<file path="src/rtl/func_sweep_ctrl.sv">
// Exhaustive 4-input functional sweep controller: drives all 16 vectors to an
// SOP and a POS implementation and compares both against a latched truth table.
module func_sweep_ctrl #(
  parameter int unsigned SETTLE = 1
) (
  input  logic        clk,
  input  logic        rst_n,
  input  logic        start,
  input  logic        abort,
  input  logic [15:0] golden,
  input  logic        s_sop,
  input  logic        s_pos,
  output logic [3:0]  abcd,
  output logic        busy,
  output logic        done,
  output logic        pass,
  output logic [4:0]  mismatch_cnt,
  output logic [3:0]  first_fail,
  output logic        fail_valid
);

  typedef enum logic [1:0] {
    ST_IDLE  = 2'd0,
    ST_WAIT  = 2'd1,
    ST_CHECK = 2'd2,
    ST_DONE  = 2'd3
  } state_t;

  localparam logic [3:0] SETTLE_M1 = 4'(SETTLE - 1);

  state_t      state_r, state_s;
  logic [3:0]  abcd_r, abcd_s;
  logic [3:0]  wait_r, wait_s;
  logic [15:0] gold_r, gold_s;
  logic [4:0]  cnt_r, cnt_s;
  logic [3:0]  first_r, first_s;
  logic        valid_r, valid_s;
  logic        pass_r, pass_s;
  logic        busy_r, busy_s;
  logic        done_r, done_s;
  logic        fail_s;

  // Next-state and next-output computation for the sweep FSM.
  always_comb begin
    state_s = state_r;
    abcd_s  = abcd_r;
    wait_s  = wait_r;
    gold_s  = gold_r;
    cnt_s   = cnt_r;
    first_s = first_r;
    valid_s = valid_r;
    pass_s  = pass_r;
    done_s  = 1'b0;
    fail_s  = (s_sop != gold_r[abcd_r]) || (s_pos != gold_r[abcd_r]);

    case (state_r)
      ST_IDLE: begin
        // abort dominates a simultaneous start
        if (start && !abort) begin
          gold_s  = golden;
          cnt_s   = 5'd0;
          first_s = 4'd0;
          valid_s = 1'b0;
          pass_s  = 1'b0;
          abcd_s  = 4'd0;
          wait_s  = 4'd0;
          state_s = ST_WAIT;
        end else begin
          state_s = ST_IDLE;
        end
      end
      ST_WAIT: begin
        if (abort) begin
          state_s = ST_IDLE;
          pass_s  = 1'b0;
          abcd_s  = 4'd0;
          wait_s  = 4'd0;
        end else if (wait_r == SETTLE_M1) begin
          wait_s  = 4'd0;
          state_s = ST_CHECK;
        end else begin
          wait_s  = wait_r + 4'd1;
        end
      end
      ST_CHECK: begin
        if (abort) begin
          state_s = ST_IDLE;
          pass_s  = 1'b0;
          abcd_s  = 4'd0;
          wait_s  = 4'd0;
        end else begin
          if (fail_s) begin
            cnt_s = cnt_r + 5'd1;
            if (!valid_r) begin
              first_s = abcd_r;
              valid_s = 1'b1;
            end else begin
              first_s = first_r;
            end
          end else begin
            cnt_s = cnt_r;
          end
          // last vector: stop at 15 and publish the verdict with the final count
          if (abcd_r == 4'd15) begin
            state_s = ST_DONE;
            done_s  = 1'b1;
            pass_s  = (cnt_s == 5'd0);
          end else begin
            abcd_s  = abcd_r + 4'd1;
            wait_s  = 4'd0;
            state_s = ST_WAIT;
          end
        end
      end
      ST_DONE: begin
        state_s = ST_IDLE;
      end
      default: begin
        state_s = ST_IDLE;
      end
    endcase

    busy_s = (state_s == ST_WAIT) || (state_s == ST_CHECK);
  end

  // State and registered outputs.
  always_ff @(posedge clk or negedge rst_n) begin
    if (!rst_n) begin
      state_r <= ST_IDLE;
      abcd_r  <= 4'd0;
      wait_r  <= 4'd0;
      gold_r  <= 16'h0000;
      cnt_r   <= 5'd0;
      first_r <= 4'd0;
      valid_r <= 1'b0;
      pass_r  <= 1'b0;
      busy_r  <= 1'b0;
      done_r  <= 1'b0;
    end else begin
      state_r <= state_s;
      abcd_r  <= abcd_s;
      wait_r  <= wait_s;
      gold_r  <= gold_s;
      cnt_r   <= cnt_s;
      first_r <= first_s;
      valid_r <= valid_s;
      pass_r  <= pass_s;
      busy_r  <= busy_s;
      done_r  <= done_s;
    end
  end

  assign abcd         = abcd_r;
  assign busy         = busy_r;
  assign done         = done_r;
  assign pass         = pass_r;
  assign mismatch_cnt = cnt_r;
  assign first_fail   = first_r;
  assign fail_valid   = valid_r;

endmodule

</file>
<file path="config.mk">
export PLATFORM = sky130hd
export DESIGN_NAME = func_sweep_ctrl
export DESIGN_NICKNAME = d
export VERILOG_FILES = /design/src/rtl/func_sweep_ctrl.sv
export SDC_FILE = /design/constraint.sdc
export NUM_CORES = 1
export LEC_CHECK = 0
export ABC_AREA = 1
export BUFFER_PORTS_ARGS = -buffer_cell sky130_fd_sc_hd__buf_2
export CORE_MARGIN = 1
export CORE_UTILIZATION = 54
export CTS_CLUSTER_DIAMETER = 150
export DETAILED_ROUTE_END_ITERATION = 16
export MAX_ROUTING_LAYER = met4
export PLACE_DENSITY_LB_ADDON = 0.3
export SLEW_MARGIN = 20
export SYNTH_ARGS = -nofsm -noshare
export SYNTH_HDL_FRONTEND = slang
export SYNTH_SLANG_ARGS = --single-unit
</file>
<file path="constraint.sdc">
create_clock -name clk -period 1.8 [get_ports clk]
set_input_delay 0.27 -clock clk [delete_from_list [all_inputs] [get_ports clk]]
set_output_delay 0.27 -clock clk [all_outputs]
set_load 0.02 [all_outputs]
</file>
==> impl_metrics.tcl, run 1 <==
set metrics [dict create \
    worst_slew_pin_slew_ps 480 \
    post_cts_buffers 0 \
    hold_path_end "gold_r[15]" \
    grt_max_degree 26 \
    gp_congestion 0.866 \
    num_vias 1809 \
    status "finished clean" \
    first_pass_iters 4 \
    synth_nets 282 \
    place_inst 343 \
    worst_ep_required_time_ps 1990 \
    instances_no_fill 352 \
    synth_area_leaders "dfrtp_1 (49%), nand2_1 (15%), inv_1 (5.8%)" \
    hpwl_mm 3.33 \
    cp_data_arrival_time_ps 1900 \
    yosysTopAreaCell "dfrtp_1" \
    clock_path_buffers 2 \
    fin_crit_ps 1710 \
    startpoint_type "flip-flop" \
    leakage_nw 1.33 \
    post_dp_cell_area_um2 2290 \
    n_antenna_cell 0 \
    reg2reg_depth 15 \
    initialDrtViolationCount 167 \
    worstSetupPathType "flip-flop to flip-flop" \
    die_height_um 62.9 \
    multi_input_area_um2 926 \
    ant_nets 0 \
    yosysWarnings 0 \
    die_area_um2 3950 \
    r2r-end "pass" \
    grt_pass1_wl_mm 7.73 \
    avgSynthCellArea_um2 7.82 \
    area_delta_synth_final_pct 22.8 \
    finalSetupViolations 0 \
    fmax_mhz 585 \
    p_per_area_nw_per_um2 1270 \
    clock-sinks 39 \
    r2r-start "abcd[0]" \
    cts-root-buf "clkbuf_8" \
    maxSlewViolCount 0 \
    insertion_delay_ps 300 \
    synthCells 256 \
    routedWlPerCell_um 13.1 \
    synth_cell_types 23 \
    cap_violations 0 \
    synth_top_area_frac 0.488 \
    fin_nets 331 \
    hp-class "input pin to flip-flop" \
    cts_htree_levels 2 \
    ios 39 \
    synth.cell_area_um2 2000 \
    yosysSeqAreaShare 0.488 \
    die_w_um 62.9 \
    regToRegSetupSlack_ps 90 \
    nFillCells 278 \
    cp_max_fo 12 \
    ys_ff_latch 39 \
    final_core_util 0.714 \
    vias_per_cell 5.14 \
    io_buffers 38 \
    start_util 0.581 \
    vdd_drop_max_uv 789 \
    wl_mm 4.61 \
    grt_pass1_vias 1758 \
    period_share 0.949 \
    numCtsBuffers 5 \
    hold_depth 3 \
    finalHoldViolCount 0 \
    antenna_found_initial 0 \
    rsz0062_at_grt "true" \
    ff_latch_area_um2 978 \
    finClkSkew_ps 5.07 \
    min_from "golden[15]" \
    cts.reportedPaths.clkPinSlew_ps 80 \
    num_rows 21 \
    end_kind "flip-flop" \
    drc 0 \
    layout-drive-gt1-share 0.271 \
    design_area_um2 2460 \
    cts_tree "yes" \
    core-area_um2 3440 \
    grt_overflow 0 \
    grt_usage 0.265 \
    relSlewSlack 0.680 \
]
==> final cells by class <==
cell class,instances,share of cell area
sequential,39,0.398
inverter,34,0.0540
tap,46,0.0234
timing repair buffer,45,0.106
clock buffer,8,0.0408
multi-input combinational,180,0.377
==> placed cells by master (no fill, tap or decap), drive strengths merged <==
master / synthesis / final
a21o: 1 / 1
dlygate4sd3: 0 / 1
a22oi: 1 / 1
clkbuf: 2 / 8
clkinv: 1 / 1
a22o: 1 / 1
dfrtp: 39 / 39
ha: 4 / 4
o22ai: 1 / 1
buf: 1 / 44
nor2: 24 / 24
nand3: 20 / 20
xor2: 5 / 5
o21ai: 28 / 28
inv: 33 / 33
a21oi: 6 / 6
nand2: 89 / 89
==> flip-flops by register name, indices dropped and copies added (netlist names) <==
signal / flops
mismatch_cnt: 5
first_fail: 4
gold_r: 16
abcd: 4
done: 1
wait_r: 4
fail_valid: 1
busy: 1
state_r: 2
pass: 1
==> per-stage QoR <==
stage / hold WS [ps] / setup TNS, ps / total power [W] / worst slack (ps)
6_report: 167 / 0 / 0.00312 / 90.9
5_1_grt: 179 / -115 / 0.00334 / -45.9
4_1_cts: 163 / 0 / 0.00306 / 26.8
3_5_place_dp: 246 / 0 / 0.00240 / 51.1
3_3_place_gp: 247 / 0 / 0.00234 / 115
2_1_floorplan: -25.6 / 0 / 0.00206 / 128
==> cell usage after synthesis <==
master	number
clkbuf_1	2
a21o_1	1
o21ai_1	6
o21ai_2	2
nand2_2	8
o22ai_1	1
nor2_1	21
a22oi_1	1
o21ai_0	20
nand3_1	18
clkinv_1	1
xor2_1	5
inv_1	31
dfrtp_1	39
nand2_1	79
ha_1	4
buf_6	1
nor2_2	3
a22o_1	1
nand2_4	2
nand3_2	2
inv_2	2
a21oi_1	6
==> how the worst max path moves through the flow <==
stage / startpoint / endpoint / depth (start not counted)
after floorplan: abcd[0] / first_fail[1] / 12
after global placement: abcd[0] / first_fail[0] / 13
after detailed placement: abcd[0] / first_fail[0] / 13
after CTS: abcd[0] / fail_valid / 13
after global routing: abcd[0] / pass / 15
final: abcd[0] / pass / 15
==> where the power goes <==
group | internal (W) | switching, W | leakage, nW
clock | 0.000350 | 0.000303 | 0.0515
combinational | 0.000410 | 0.000782 | 0.768
sequential | 0.00112 | 0.000151 | 0.508
total | 0.00188 | 0.00124 | 1.33
==> routing by layer <==
layer  global-route usage  part of all wire  vias up
li1                     -                 -      900
met1                0.303              0.41      836
met2                0.429              0.51       60
met3               0.0620             0.053       13
met4                0.142             0.030        0
met5                    -                 0        -
==> critical path, cell delays in order (launching register included) <==
cell and delay, ps:
dfrtp_1 390, buf_6 150, inv_6 70, nand2_1 50, nand3_1 70, nand2_1 60
nor2_2 130, nand2_4 80, nand2_2 80, nand2_4 70, nand2_4 100, nand2_1 100
nand2_2 80, nor2_1 40, nand3_1 70, nand2_1 50
==> repair_timing <==
action / in CTS / in global routing
resized for setup: 0 / 20
setup endpoints to repair: 0 / 11
endpoints found under the hold margin: 19 / 0
hold buffers: 1 / 0
==> cells by family after synthesis <==
kind of cell	count (synthesis)	synth area share
compound gates	38	0.104
xor+xnor	5	0.0219
buf+inv	37	0.0732
fa+ha+maj	4	0.0250
flops	39	0.488
simple gates	133	0.288
(Power assumes the default switching activity.)
==> inputs of run 2 (changes only) <==
==> constraint.sdc (replaced) <==
create_clock -name clk -period 1.8 [get_ports clk]
set_input_delay 0.27 -clock clk [delete_from_list [all_inputs] [get_ports clk]]
set_output_delay 0.27 -clock clk [all_outputs]
set_load 0.05 [all_outputs]
==> run 2 against run 1 <==
Against the previous run:
- worst setup slack got worse by 31 ps
- largest power group is now combinational logic
- combinational power rose by 8%
- largest cell class unchanged
- critical endpoint is now first_fail[1]
- die area did not move
==> impl_metrics.tcl, run 2 (synthesized netlist as in run 1, its figures left out) <==
set metrics [dict create \
    routedWlPerCell_um 11.8 \
    gp_congestion 0.872 \
    die_height_um 62.9 \
    end_kind "flip-flop" \
    hp-class "input pin to async pin" \
    ant_nets 0 \
    p_int_w 0.00189 \
    drc 0 \
    worst_slew_pin_slew_ps 684 \
    n_antenna_cell 0 \
    maxSlewViolCount 0 \
    numCtsBuffers 5 \
    relSlewSlack 0.544 \
    cts-root-buf "clkbuf_8" \
    p_sw_frac 0.412 \
    start_util 0.581 \
    hpwl_mm 3.02 \
    grt_pass1_vias 1571 \
    grt_usage 0.236 \
    cp_max_fo 6 \
    ios 39 \
    period_share 0.966 \
    cts_htree_levels 2 \
    initialDrtViolationCount 147 \
    fmax_mhz 575 \
    sequentialPowerShare 0.399 \
    worstSetupPathType "flip-flop to flip-flop" \
    final_cell_mix "nand2_1 (78), buf_2 (38), dfrtp_1 (36)" \
    area_delta_synth_final_pct 22.0 \
    pre_cts_ws_ps -44.7 \
    finClkSkew_ps 7.75 \
    regToRegSetupSlack_ps 60 \
    worst_ep_required_time_ps 1980 \
    num_vias 1744 \
    io_buffers 38 \
    layout_commonest_cell "nand2_1" \
    grt_max_degree 33 \
    cts.reportedPaths.clkPinSlew_ps 70 \
    fin_crit_ps 1740 \
    largest_reg_flops 16 \
    cap_violations 0 \
    finalSetupViolations 0 \
    core-area_um2 3440 \
    p_per_area_nw_per_um2 1320 \
    vdd_drop_max_uv 835 \
    insertion_delay_ps 300 \
    finalHoldViolCount 0 \
    setup_slack_ps 60.4 \
    pwr-share-clk 0.200 \
    status "finished clean" \
    clock_path_buffers 2 \
    switchingPower_w 0.00133 \
    combPwrFrac 0.401 \
    layout-drive-gt1-share 0.274 \
    antenna_found_initial 0 \
    die_area_um2 3950 \
    grt_pass1_wl_mm 6.89 \
    startpoint_type "flip-flop" \
    vias_per_cell 4.94 \
    cp_data_arrival_time_ps 1920 \
    cts_tree "yes" \
    die_w_um 62.9 \
    rsz0062_at_grt "true" \
    wl_mm 4.17 \
    num_rows 21 \
    fin_nets 332 \
    finalPower_w 0.00322 \
    grt_overflow 0 \
    first_pass_iters 4 \
    clock-sinks 39 \
    top_register "gold_r" \
    leakage_nw 1.31 \
    cts_hold_buf 0 \
]
[run 2: cell types whose count changed in the layout (fill, tap and decap cells not counted), moves of 2 or more]
cell / change
nand2_1: +3
nand2_4: -2
buf_4: +4
nor2_1: -3
nand2_2: -2
nor2_2: +3
[run 2: area by class of cell]
| cell class | instances | area (um^2) |
|---|---|---|
| fillers | 282 | 1000 |
| flip-flops and latches | 39 | 980 |
| multi-input cells | 180 | 925 |
| repair buffers | 46 | 250 |
| inverters | 34 | 128 |
| clock buffers | 8 | 100 |
| well taps | 46 | 57.6 |
[run 2: worst paths after layout]
kind,startpoint,endpoint,cells past startpoint
setup / recovery,abcd[0],first_fail[1],13
hold / removal,rst_n,wait_r[3],1
max in group asynchronous,rst_n,pass,2
setup reg to reg,abcd[0],first_fail[1],13
hold reg to reg,gold_r[15],gold_r[15],2
min in group clk,golden[12],gold_r[12],3
[run 2: through the flow]
stage / cell area, um^2 / std cells / setup TNS (ps) / hold slack [ps] / util
2_1_floorplan: 2000 / 256 / 0 / -25.6 / -
3_3_place_gp: 2260 / 341 / 0 / 361 / 0.658
3_5_place_dp: 2260 / 341 / -44.7 / 353 / 0.658
4_1_cts: 2380 / 351 / 0 / 35.2 / 0.691
5_1_grt: 2440 / 353 / -233 / 59.1 / 0.709
6_report: 2440 / 353 / 0 / 2.23 / 0.709
[run 2: routing by layer]
layer  vias up  track usage  wire length (um)  share of wire
met5         -            -                 0              0
met4         0        0.105                87          0.021
met3        10       0.0620               189          0.045
met2        49        0.372              2000           0.48
met1       786        0.281              1890           0.45
li1        899            -                 -              -
[run 2: critical path, stage by stage (launching register included)]
cell and delay (ps):
dfrtp_2 450, buf_4 150, nand2_1 40, o21ai_0 70, nand2_1 100, nand3_2 90
nand2_2 110, nand2_2 70, nand2_4 110, nand2_8 70, o21ai_2 120, nand2_2 100
nand2_1 80, o21ai_1 60
[run 2: power by group through the flow]
stage | logic, W | registers [W] | clock network [W]
after CTS | 0.00120 | 0.00129 | 0.000660
after global routing | 0.00143 | 0.00132 | 0.000696
final | 0.00129 | 0.00128 | 0.000644
after detailed placement | 0.00115 | 0.00132 | 0
after global placement | 0.00112 | 0.00131 | 0
after floorplan | 0.000730 | 0.00146 | 0
[run 2: repair_timing]
item | 4_1_cts | 5_1_grt
endpoints found under the setup margin | 1 | 15
gates resized for setup | 0 | 12
setup buffers | 2 | 2
